$ cat src/rtl/morse_transmitter.sv
// morse_transmitter: serialises a captured on/off pattern MSB-first, holding each symbol rate+1 cycles,
// with optional repeat, abort and a one-cycle done pulse on normal completion.
module morse_transmitter #(
    parameter int WIDTH = 16,
    parameter int DIV_W = 32,
    parameter int LEN_W = 5
) (
    input  logic             clock,
    input  logic             aresetn,
    input  logic             start,
    input  logic [WIDTH-1:0] pattern,
    input  logic [LEN_W-1:0] length,
    input  logic [DIV_W-1:0] rate,
    input  logic             repeat_en,
    input  logic             abort,
    output logic             serial_out,
    output logic             busy,
    output logic             done
);
    typedef enum logic {IDLE, SEND} state_t;

    state_t             state, state_d;
    logic [WIDTH-1:0]   shreg, shreg_d, pat_q, pat_d;
    logic [LEN_W-1:0]   len_q, len_d, rem, rem_d, len_c;
    logic [DIV_W-1:0]   rate_q, rate_d, cnt, cnt_d;
    logic               done_q, done_d, armed;

    assign len_c      = (length > LEN_W'(WIDTH)) ? LEN_W'(WIDTH) : length;
    assign busy       = (state == SEND);
    assign serial_out = busy & shreg[WIDTH-1];
    assign done       = done_q;

    // cnt counts down to zero, so an all-ones rate never overflows
    always_comb begin
        state_d = state;
        shreg_d = shreg;
        cnt_d   = cnt;
        rem_d   = rem;
        pat_d   = pat_q;
        len_d   = len_q;
        rate_d  = rate_q;
        done_d  = 1'b0;
        if (abort) begin
            state_d = IDLE;
            shreg_d = '0;
        end else if (state == IDLE) begin
            if (start && armed) begin
                pat_d   = pattern;
                len_d   = len_c;
                rate_d  = rate;
                shreg_d = pattern;
                cnt_d   = rate;
                rem_d   = len_c;
                state_d = (len_c != '0) ? SEND : IDLE;
                done_d  = (len_c == '0);
            end
        end else if (cnt != '0) begin
            cnt_d = cnt - DIV_W'(1);
        end else if (rem > LEN_W'(1)) begin
            shreg_d = {shreg[WIDTH-2:0], 1'b0};
            rem_d   = rem - LEN_W'(1);
            cnt_d   = rate_q;
        end else if (repeat_en) begin
            shreg_d = pat_q;
            rem_d   = len_q;
            cnt_d   = rate_q;
        end else begin
            state_d = IDLE;
            shreg_d = '0;
            rem_d   = '0;
            done_d  = 1'b1;
        end
    end

    // armed holds off start for the first edge after reset release
    always_ff @(posedge clock or negedge aresetn) begin
        if (!aresetn) begin
            state  <= IDLE;
            shreg  <= '0;
            cnt    <= '0;
            rem    <= '0;
            pat_q  <= '0;
            len_q  <= '0;
            rate_q <= '0;
            done_q <= 1'b0;
            armed  <= 1'b0;
        end else begin
            state  <= state_d;
            shreg  <= shreg_d;
            cnt    <= cnt_d;
            rem    <= rem_d;
            pat_q  <= pat_d;
            len_q  <= len_d;
            rate_q <= rate_d;
            done_q <= done_d;
            armed  <= 1'b1;
        end
    end
endmodule

$ cat config.mk
export PLATFORM = sky130hd
export DESIGN_NAME = morse_transmitter
export DESIGN_NICKNAME = d
export VERILOG_FILES = /design/src/rtl/morse_transmitter.sv
export SDC_FILE = /design/constraint.sdc
export NUM_CORES = 1
export LEC_CHECK = 0
export BUFFER_PORTS_ARGS = -buffer_cell sky130_fd_sc_hd__buf_4
export CAP_MARGIN = 40
export CELL_PAD_IN_SITES_DETAIL_PLACEMENT = 1
export CELL_PAD_IN_SITES_GLOBAL_PLACEMENT = 2
export CORE_MARGIN = 2
export CORE_UTILIZATION = 40
export CTS_CLUSTER_DIAMETER = 40
export DETAILED_ROUTE_END_ITERATION = 8
export HOLD_SLACK_MARGIN = 0.1
export PLACE_DENSITY_LB_ADDON = 0.1
export SYNTH_ARGS = -nofsm -noshare
export SYNTH_HDL_FRONTEND = slang
export SYNTH_SLANG_ARGS = --single-unit
$ cat constraint.sdc
create_clock -name clock -period 6.29 [get_ports clock]
set_clock_uncertainty 0.2 [all_clocks]
set_input_delay 1.887 -clock clock [delete_from_list [all_inputs] [get_ports clock]]
set_output_delay 1.887 -clock clock [all_outputs]
set_load 0.01 [all_outputs]
### Word level (Yosys, flattened, before mapping)

Index checks and enable logic that the tools add are counted.

| word-level totals | value |
|---|---|
| logic and storage cells | 59 |
| register bits after elaboration | 109 |
| output and inout port bits | 3 |
| input bits | 58 |

| operators by class | value |
|---|---|
| add/subtract/negate cells | 2 |
| order comparisons | 2 |
| bitwise gates (word level) | 3 |
| multiplexer cells | 30 |
| reductions and logical operators | 10 |
| equality and inequality tests | 3 |

Operator list:

| operator | number |
|---|---|
| $mux 32 | 5 |
| $mux 16 | 6 |
| $reduce_bool 32->1 | 1 |
| $sub 32x1->32 const B | 1 |
| $mux 5 | 6 |
| $mux 1 | 13 |
| $reduce_and 3->1 | 3 |
| $gt 5x1->1 const B | 1 |
| $gt 5x5->1 const B | 1 |
| $logic_not 5->1 | 1 |
| $reduce_bool 5->1 | 1 |
| $sub 5x1->5 const B | 1 |
| $ne 4x2->1 const B | 1 |
| $ne 3x3->1 const B | 1 |
| $reduce_bool 3->1 | 1 |
| $ne 2x2->1 const B | 1 |
| $not 1->1 | 2 |
| $reduce_and 2->1 | 1 |
| $reduce_bool 2->1 | 1 |
| $and 1x1->1 | 1 |
| $logic_and 1x1->1 | 1 |

### Logic depth before layout (Yosys ltp)

Gate-level depths: netlist of run 1.

| logic depth | value |
|---|---|
| depth after elaboration | 7 |
| depth in mapped cells | 9 |
| mapped depth without buffers | 7 |

### Worst setup path after synthesis of run 1

No wires, ideal clock.

| timing | value |
|---|---|
| kind | register to output |
| start point | register state (netlist: busy) |
| end point | output port serial_out |
| path buffers | 4 |
| data arrival time | 1.686 ns |
| cell stages (with the launch flop) | 6 |
| slack | 2.517 ns |
| required time | 4.203 ns |
| cell sequence | dfrtp_1 > clkbuf_1 > clkbuf_1 > buf_2 > buf_1 > and2_1 |

| between the ends | value |
|---|---|
| cells in the longest elaborated chain, start to end | 1 |

Ends and longest elaborated chain:

| what | RTL line | source |
|---|---|---|
| start, declared | 22 | `state_t state, state_d;` |
| start signal, assigned | 88 | `state <= state_d;` |
| $and 1x1->1 | 30 | `assign serial_out = busy & shreg[WIDTH-1];` |
| end, declared | 16 | `output logic serial_out,` |

No other way between the ends.

### Worst setup path after layout of run 1

| timing | value |
|---|---|
| start point | input port repeat_en |
| end point | register cnt[3] |

| between the ends | value |
|---|---|
| cells in the longest elaborated chain, start to end | 2 |

Ends and longest elaborated chain:

| what | RTL line | source |
|---|---|---|
| start, declared | 14 | `input logic repeat_en,` |
| $ne 4x2->1 (no source line) | - |  |
| $reduce_and 3->1 (no source line) | - |  |
| end signal, assigned | 90 | `cnt <= cnt_d;` |
| end, declared | 25 | `logic [DIV_W-1:0] rate_q, rate_d, cnt, cnt_d;` |

No other way between the ends.
A chain may end at the register's enable or synchronous reset.

==> impl_metrics.yaml, run 1 <==
cts:
  h-tree-depth: 3
  clk_pin_slew_ps: 70
  cts_tree: "done"
  cts_hold_buf: 0
  clockBufferDepth: 2
  clock_latency_ps: 360
  ctsResizeCount: 0
  cts_root_buf: "clkbuf_16"
  numCtsBuffers: 9
  cts_setup_buffers: 0
  cts.sink_count: 109
grt:
  grtUsageTotal_pct: 26.9
  grt_pass1_wl_um: 34800
  grt_max_degree: 60
  grt_antenna_before_repair: 0
  grt_overflow: 0
  first_global_vias: 6275
route:
  wl_um: 21700
  wl_per_cell_um: 22.1
  ant_nets: 0
  first_iter_violations: 414
  drcViolationCount: 0
  firstDrtPassIters: 4
  vias_per_cell: 6.00
  vias: 5889
logic_synthesis:
  syn_area_per_cell_um2: 8.70
  yosysSeqAreaShare_pct: 42.9
  syn-cell-area_um2: 6360
  synthTopCellsByArea: "dfrtp_1 (43%), nand2_1 (11%), nor2_1 (3.1%)"
  synthCells: 731
  synth_largest_area_cell: "dfrtp_1"
  yosys_warnings: 0
  yosysMostFrequentCell: "nand2_1"
  synth_nets: 793
  synth_top_area_share_pct: 42.9
  synth_seq_cells: 109
  synth_cell_types: 79
  synthArstFlopShare_pct: 100
  synth_edf_count: 0
  synthFlopType: "dfrtp_1"
  synthTopCellsByCount: "nand2_1 (180), dfrtp_1 (109), nor2_1 (53)"
worst_setup_path:
  critPathMaxStageDelay_ps: 1010
  critPathBufInv: 1
  cp-end-kind: "register"
  worstPathMaxFanout: 24
  slowest_stage: "nand2_1"
  cp_cell_sequence: "buf_4 > and4b_1 > nand4_1 > nand2_1 > o32ai_1"
  required_ps: 6290
  crit_type: "primary input to register"
  cp_top_family: "simple AND/OR/NAND/NOR gates"
  arrival_ps: 4280
  cp-start-kind: "primary input"
floorplanning:
  io_pins: 61
  start_util_pct: 40.5
  row_count: 46
  dieWidth_um: 130
  coreArea_um2: 15700
  die_h_um: 130
  die_area_um2: 16900
timing:
  slew_violations: 0
  tightest_slew_ps: 950
  setup-violations-final: 0
  tns_ps: 0
  slew_headroom_pct: 36.5
  timing.fmax_mhz: 234
  final.period_utilization_pct: 68.0
  finalCriticalPeriod_ps: 4280
  hold_viol: 0
  rsz0062_at_grt: "no"
place:
  dp_hpwl_um: 14300
  post_dp_cell_area_um2: 6950
  gp_congestion: 0.871
  port_buffers: 60
outcome:
  status: "complete, no violations"
finish:
  final_layout_size_suffix_gt1_share_pct: 15.7
  area_growth_pct: 13.7
  finalInstanceArea_um2: 7230
  nNetsFinal: 822
  diodes: 0
power_and_ir_drop:
  p_per_area_nw_per_um2: 278
  leakage_nw: 3.15
  irDropWorstVdd_mv: 0.137
hold_path:
  hold_path.class: "register to register"
job:
  max_cap_violations: 0
-- metrics by stage --
step,total power [mW],hold WS (ps),std cells,utilization [%],setup WS (ps)
2_1_floorplan,1.27,237,731,-,2520
3_3_place_gp,1.42,256,963,43.9,1970
3_5_place_dp,1.45,266,965,44.3,1760
4_1_cts,2.02,285,981,46.0,2150
5_1_grt,2.13,297,981,46.0,1960
6_report,2.01,282,981,46.0,2010
-- routing by layer --
layer	global-route usage, %	part of all wire, %
met4	8.86	2.1
met2	42.6	46
met3	4.10	3.8
met1	37.8	48
met5	0	0
-- cells in the final DEF (no fill, tap or decap), drive strengths merged, types with 12 or more instances in the layout --
master and n:
nand2 180, dfrtp 109, buf 74, nor2 54, a31oi 29, nand3 27, inv 24, o21ai 23
a211oi 19, a22o 18, nor3 16, a21oi 14, o211ai 13, nand4 13, o32ai 12, clkbuf 12
nor4 12
-- layout make-up --
type,instances,area (um^2)
flip-flops and latches,109,2730
repair buffers,74,596
clock inverters,4,22.5
well taps,216,270
inverters,25,93.8
clock buffers,12,256
multi-input cells,541,3260
fillers,1868,8480
-- kinds of logic (layout without fill, tap and decap cells) --
kind of cell    count (synthesis)  in the layout  synth area share (%)
xor+xnor                        5              5                 0.688
mux                             4              4                 0.629
compound gates                189            189                  22.6
flops                         109            109                  42.9
other cells                     1              1                0.0589
simple gates                  338            338                  26.3
buf+inv                        81            115                  6.06
fa+ha+maj                       4              4                 0.787
-- worst min-delay path, delay by kind of cell, from the launching register on --
| family | cells | cell delay [ps] |
|---|---|---|
| flops | 1 | 340 |
| simple gates | 2 | 110 |
-- final timing paths --
path	startpoint	end	slack [ps]	depth (start not counted)
min in group asynchronous	aresetn	rate_q[25]	1170	1
hold reg to reg	rate_q[2]	rate_q[2]	280	2
max in group asynchronous	aresetn	cnt[13]	3890	2
hold / removal	rate_q[2]	rate_q[2]	280	2
setup reg to reg	cnt[0]	cnt[3]	2280	7
setup / recovery	repeat_en	cnt[3]	2010	5
-- state kept, by name, summed over array words and instances, names as in the netlist --
name    count
cnt        32
rate_q     32
pat_q      16
shreg      16
len_q       5
rem         5
armed       1
busy        1
done        1
-- power breakdown --
group	switching [mW]	internal (mW)	total [mW]
clock network	0.277	0.289	0.566
registers	0.137	0.829	0.966
logic	0.284	0.191	0.475
Power figures use the tool's default switching activity.
==> run 2, diff against run 1 <==
--- a/config.mk
+++ b/config.mk
@@ -10,7 +10,7 @@
 export CELL_PAD_IN_SITES_DETAIL_PLACEMENT = 1
 export CELL_PAD_IN_SITES_GLOBAL_PLACEMENT = 2
 export CORE_MARGIN = 2
-export CORE_UTILIZATION = 40
+export CORE_UTILIZATION = 33
 export CTS_CLUSTER_DIAMETER = 40
 export DETAILED_ROUTE_END_ITERATION = 8
 export HOLD_SLACK_MARGIN = 0.1
==> constraint.sdc (replaced) <==
create_clock -name clock -period 3.6 [get_ports clock]
set_clock_uncertainty 0.2 [all_clocks]
set_input_delay 1.08 -clock clock [delete_from_list [all_inputs] [get_ports clock]]
set_output_delay 1.08 -clock clock [all_outputs]
set_load 0.01 [all_outputs]
==> run 2 against run 1 <==
Net effect: non-clock buffer count rose by 14; global-route usage fell by 3.4 points; via count rose by 0.14%; routed wire length rose by 4.1%; critical path depth rose by 2; first-iteration DRC count fell by 14%; cell count rose by 5.9%; clock power rose by 96%; sequential share of layout area fell by 0.92 points; power rose by 82%; sequential power rose by 76%; register-to-register slack got worse by 1700 ps.
==> impl_metrics.yaml, run 2 (same netlist as run 1, synthesis figures left out) <==
power_and_ir_drop:
  p_per_area_nw_per_um2: 493
  irDropWorstVdd_mv: 0.215
  leakage_nw: 3.22
place:
  port_buffers: 60
  gp_congestion: 0.846
  post_dp_cell_area_um2: 7100
  dp_hpwl_um: 15800
route:
  wl_per_cell_um: 21.7
  vias: 5897
  firstDrtPassIters: 5
  ant_nets: 0
  drcViolationCount: 0
  vias_per_cell: 5.68
  first_iter_violations: 358
  wl_um: 22500
timing:
  tns_ps: 0
  rsz0062_at_grt: "no"
  slew_violations: 0
  setup-violations-final: 0
  finalCriticalPeriod_ps: 3010
  slew_headroom_pct: 43.1
  final.period_utilization_pct: 83.6
  tightest_slew_ps: 852
  timing.fmax_mhz: 332
  hold_viol: 0
grt:
  grtUsageTotal_pct: 23.4
  grt_pass1_wl_um: 36600
  grt_max_degree: 43
  grt_antenna_before_repair: 0
  first_global_vias: 6361
  grt_overflow: 0
finish:
  final_layout_size_suffix_gt1_share_pct: 17.1
  area_growth_pct: 16.5
  ff_latch_area_um2: 2730
  multi_input_area_um2: 3260
  diodes: 0
  finalInstanceArea_um2: 7410
  mostFrequentLayoutCells: "nand2_1 (180), dfrtp_1 (108), buf_4 (86), nor2_1 (53), a31oi_1 (28)"
  fill_cells: 2210
  top_regs: "cnt: 32 flops, rate_q: 32 flops"
  mostFrequentLayoutCell: "nand2_1"
  nNetsFinal: 836
hold_path:
  hold_path_end: "pat_q[11]"
  min_from: "pat_q[11]"
  holdPathStages: 2
  hold_path.class: "register to register"
worst_setup_path:
  critPathMaxStageDelay_ps: 720
  rrSetupSlack_ps: 590
  slowest_stage: "o31ai_4"
  r2r_end: "cnt[9]"
  worstPathMaxFanout: 12
  cp-start-kind: "register"
  rr_startpoint: "cnt[0]"
  required_ps: 3670
  arrival_ps: 3080
  crit_type: "register to register"
  cp-end-kind: "register"
  reg2reg_depth: 7
  cp_cell_sequence: "inv_1 > ha_1 > nor4b_2 > nand4_4 > o31ai_4 > a21oi_1 > o41ai_2"
floorplanning:
  die_h_um: 143
  coreArea_um2: 18800
  start_util_pct: 33.8
  dieWidth_um: 143
  row_count: 50
  io_pins: 61
  die_area_um2: 20400
cts:
  numCtsBuffers: 9
  cts.sink_count: 109
  ctsResizeCount: 0
  cts_setup_buffers: 0
  h-tree-depth: 3
  clk_pin_slew_ps: 80
  clockBufferDepth: 2
  cts_tree: "done"
  clock_latency_ps: 360
  cts_root_buf: "clkbuf_16"
  cts_hold_buf: 0
outcome:
  status: "complete, no violations"
job:
  max_cap_violations: 0
[run 2: worst max-delay path by stage]
stage	end	startpoint	depth (start not counted)
global route	cnt[7]	cnt[0]	8
finish	cnt[9]	cnt[0]	7
floorplan	serial_out	busy	5
detailed placement	cnt[21]	repeat_en	6
CTS	cnt[9]	cnt[0]	7
global placement	cnt[3]	repeat_en	6
[run 2: layout make-up]
type                       instances  share of cell area (%)
clock buffer                      11                    3.14
clock inverter                     5                    1.11
inverter                          25                    1.27
multi-input combinational        541                    44.0
sequential                       109                    36.8
tap                              260                    4.39
timing repair buffer              88                    9.25
[run 2: where the power goes]
part / switching [mW] / total, mW / internal (mW)
clock: 0.496 / 1.11 / 0.615
combinational: 0.499 / 0.842 / 0.343
sequential: 0.252 / 1.70 / 1.45
total: 1.25 / 3.65 / 2.41
[run 2: metal layers]
metal,GRT usage [%],vias to the layer above,wire length (um),share of wire [%]
met1,33.8,3016,11200,50
met5,0,-,0,0
met2,36.9,123,10400,46
met4,5.00,0,200,0.89
li1,-,2740,-,-
met3,4.16,18,803,3.6
[run 2: through the flow]
stage          setup WS (ps)  power (mW)  utilization, %  hold slack [ps]  cells
4_1_cts                  610        3.69            39.4              289   1039
3_5_place_dp             611        2.56            37.7              269   1023
2_1_floorplan            634        2.21               -              237    731
5_1_grt                  441        3.88            39.4              315   1039
6_report                 591        3.65            39.4              285   1039
3_3_place_gp             625        2.52            37.7              260   1023
[run 2: worst max-delay path: cells and delay by family, from the launching register on]
| kind | cells | cell delay [ps] |
|---|---|---|
| compound gates | 3 | 1200 |
| simple gates | 2 | 740 |
| flops | 1 | 440 |
| buf+inv | 1 | 170 |
| fa+ha+maj | 1 | 160 |
==> run 3, diff against run 2 <==
==> constraint.sdc (replaced) <==
create_clock -name clock -period 2.57 [get_ports clock]
set_clock_uncertainty 0.2 [all_clocks]
set_input_delay 0.771 -clock clock [delete_from_list [all_inputs] [get_ports clock]]
set_output_delay 0.771 -clock clock [all_outputs]
set_load 0.01 [all_outputs]
==> run 3 against run 2 <==
Net effect: routed wire length up 4.3%; first-iteration DRC count rose by 6.4%; sequential share of layout area is 2.5 points lower; final area rose by 7.2%; global-route usage grew 0.38 points; critical path type unchanged; critical endpoint is now cnt[3]; highest routed layer unchanged.
==> impl_metrics.yaml, run 3 (same netlist as run 1, synthesis figures left out) <==
finish:
  nNetsFinal: 891
  mostFrequentLayoutCells: "nand2_1 (179), buf_4 (127), dfrtp_1 (108), nor2_1 (51), a31oi_1 (28)"
  mostFrequentLayoutCell: "nand2_1"
  final_layout_size_suffix_gt1_share_pct: 23.6
  area_growth_pct: 24.9
  top_regs: "cnt: 32 flops, rate_q: 32 flops"
  fill_cells: 2200
  diodes: 0
timing:
  hold_viol: 0
  finalCriticalPeriod_ps: 2500
  setup_ws_ps: 65.1
  final.period_utilization_pct: 97.5
  slew_headroom_pct: 63.3
  slew_violations: 0
  timing.fmax_mhz: 399
  rsz0062_at_grt: "yes"
  tightest_slew_ps: 544
  setup-violations-final: 0
route:
  firstDrtPassIters: 5
  first_iter_violations: 381
  wl_per_cell_um: 21.5
  wl_um: 23500
  vias: 6157
  ant_nets: 0
  vias_per_cell: 5.63
  drcViolationCount: 0
place:
  dp_hpwl_um: 16500
  dp_slack_ps: -68.3
  gp_congestion: 0.846
  port_buffers: 60
cts:
  clock_latency_ps: 360
  cts_root_buf: "clkbuf_16"
  clk_pin_slew_ps: 80
  h-tree-depth: 3
  clockBufferDepth: 2
  cts_tree: "done"
  numCtsBuffers: 9
  cts.sink_count: 109
floorplanning:
  coreArea_um2: 18800
  die_h_um: 143
  io_pins: 61
  start_util_pct: 33.8
  row_count: 50
  dieWidth_um: 143
  die_area_um2: 20400
power_and_ir_drop:
  power_mw: 5.11
  p_per_area_nw_per_um2: 644
  leakage_nw: 3.51
  irDropWorstVdd_mv: 0.293
worst_setup_path:
  worstPathMaxFanout: 10
  crit_path_frequent_cell: "buf_4"
  critPathMaxStageDelay_ps: 500
  slowest_stage: "dfrtp_1"
  cp-end-kind: "register"
  reg2reg_depth: 8
  cp-start-kind: "register"
  required_ps: 2590
  arrival_ps: 2530
  crit_type: "register to register"
  cp_cell_sequence: "nor4b_4 > buf_4 > and4_4 > buf_6 > buf_4 > a31oi_1 > a211oi_1 > o32ai_1"
outcome:
  status: "complete, no violations"
grt:
  grt_max_degree: 66
  grt_antenna_before_repair: 0
  grt_pass1_wl_um: 37100
  grt_overflow: 0
  first_global_vias: 6457
  grtUsageTotal_pct: 23.8
hold_path:
  hold_path.class: "primary input to async pin"
job:
  max_cap_violations: 0
## run 3: per-stage QoR
step | instance area (um^2) | TNS [ps] | util [%] | std cells | hold slack (ps)
2_1_floorplan | 6360 | 0 | - | 731 | 237
3_3_place_gp | 7490 | -23.5 | 39.8 | 1064 | 258
3_5_place_dp | 7490 | -82.7 | 39.8 | 1064 | 265
4_1_cts | 7780 | 0 | 41.3 | 1079 | 199
5_1_grt | 7950 | -289 | 42.2 | 1093 | 212
6_report | 7950 | 0 | 42.2 | 1093 | 192
## run 3: cell type report
cell class	count	area (um^2)	share of cell area, %
Sequential cell	109	2730	34.3
Clock buffer	11	233	2.93
Multi-Input combinational cell	541	3320	41.8
Inverter	25	93.8	1.18
Tap cell	260	325	4.09
Clock inverter	4	33.8	0.425
Timing Repair Buffer	143	1210	15.2
## run 3: routing by layer
metal / share of wire (%) / global-route usage (%) / routed length, um
met1: 50 / 34.8 / 11800
met2: 46 / 38.0 / 10800
met3: 3.4 / 3.62 / 799
met4: 0.81 / 3.91 / 191
met5: 0 / 0 / 0
## run 3: where the power goes
part	total [mW]	internal [mW]	switching, mW
Combinational	1.42	0.627	0.796
Clock	1.35	0.664	0.683
Sequential	2.34	2.03	0.314
Total	5.11	3.32	1.79
## run 3: path summary, 6_finish.rpt
| kind | start | endpoint | slack [ps] |
|---|---|---|---|
| hold reg to reg | rate_q[12] | rate_q[12] | 280 |
| setup reg to reg | cnt[2] | cnt[3] | 70 |
| hold / removal | aresetn | cnt[17] | 190 |
| min in group clock | rate_q[12] | rate_q[12] | 280 |
| max in group asynchronous | aresetn | busy | 1610 |
| setup / recovery | cnt[2] | cnt[3] | 70 |
## run 3: worst max-delay path, delay by kind of cell, from the launching register on
kind / cells / cell delay, ps
simple gates: 2 / 640
compound gates: 3 / 540
flops: 1 / 500
buf+inv: 3 / 490
## run 3: what timing repair did
action | 4_1_cts | 5_1_grt
hold buffers | 0 | 0
setup endpoints to repair | 5 | 50
pin swaps | 0 | 5
gates cloned | 0 | 1
gates resized for setup | 3 | 17
buffers inserted | 0 | 14
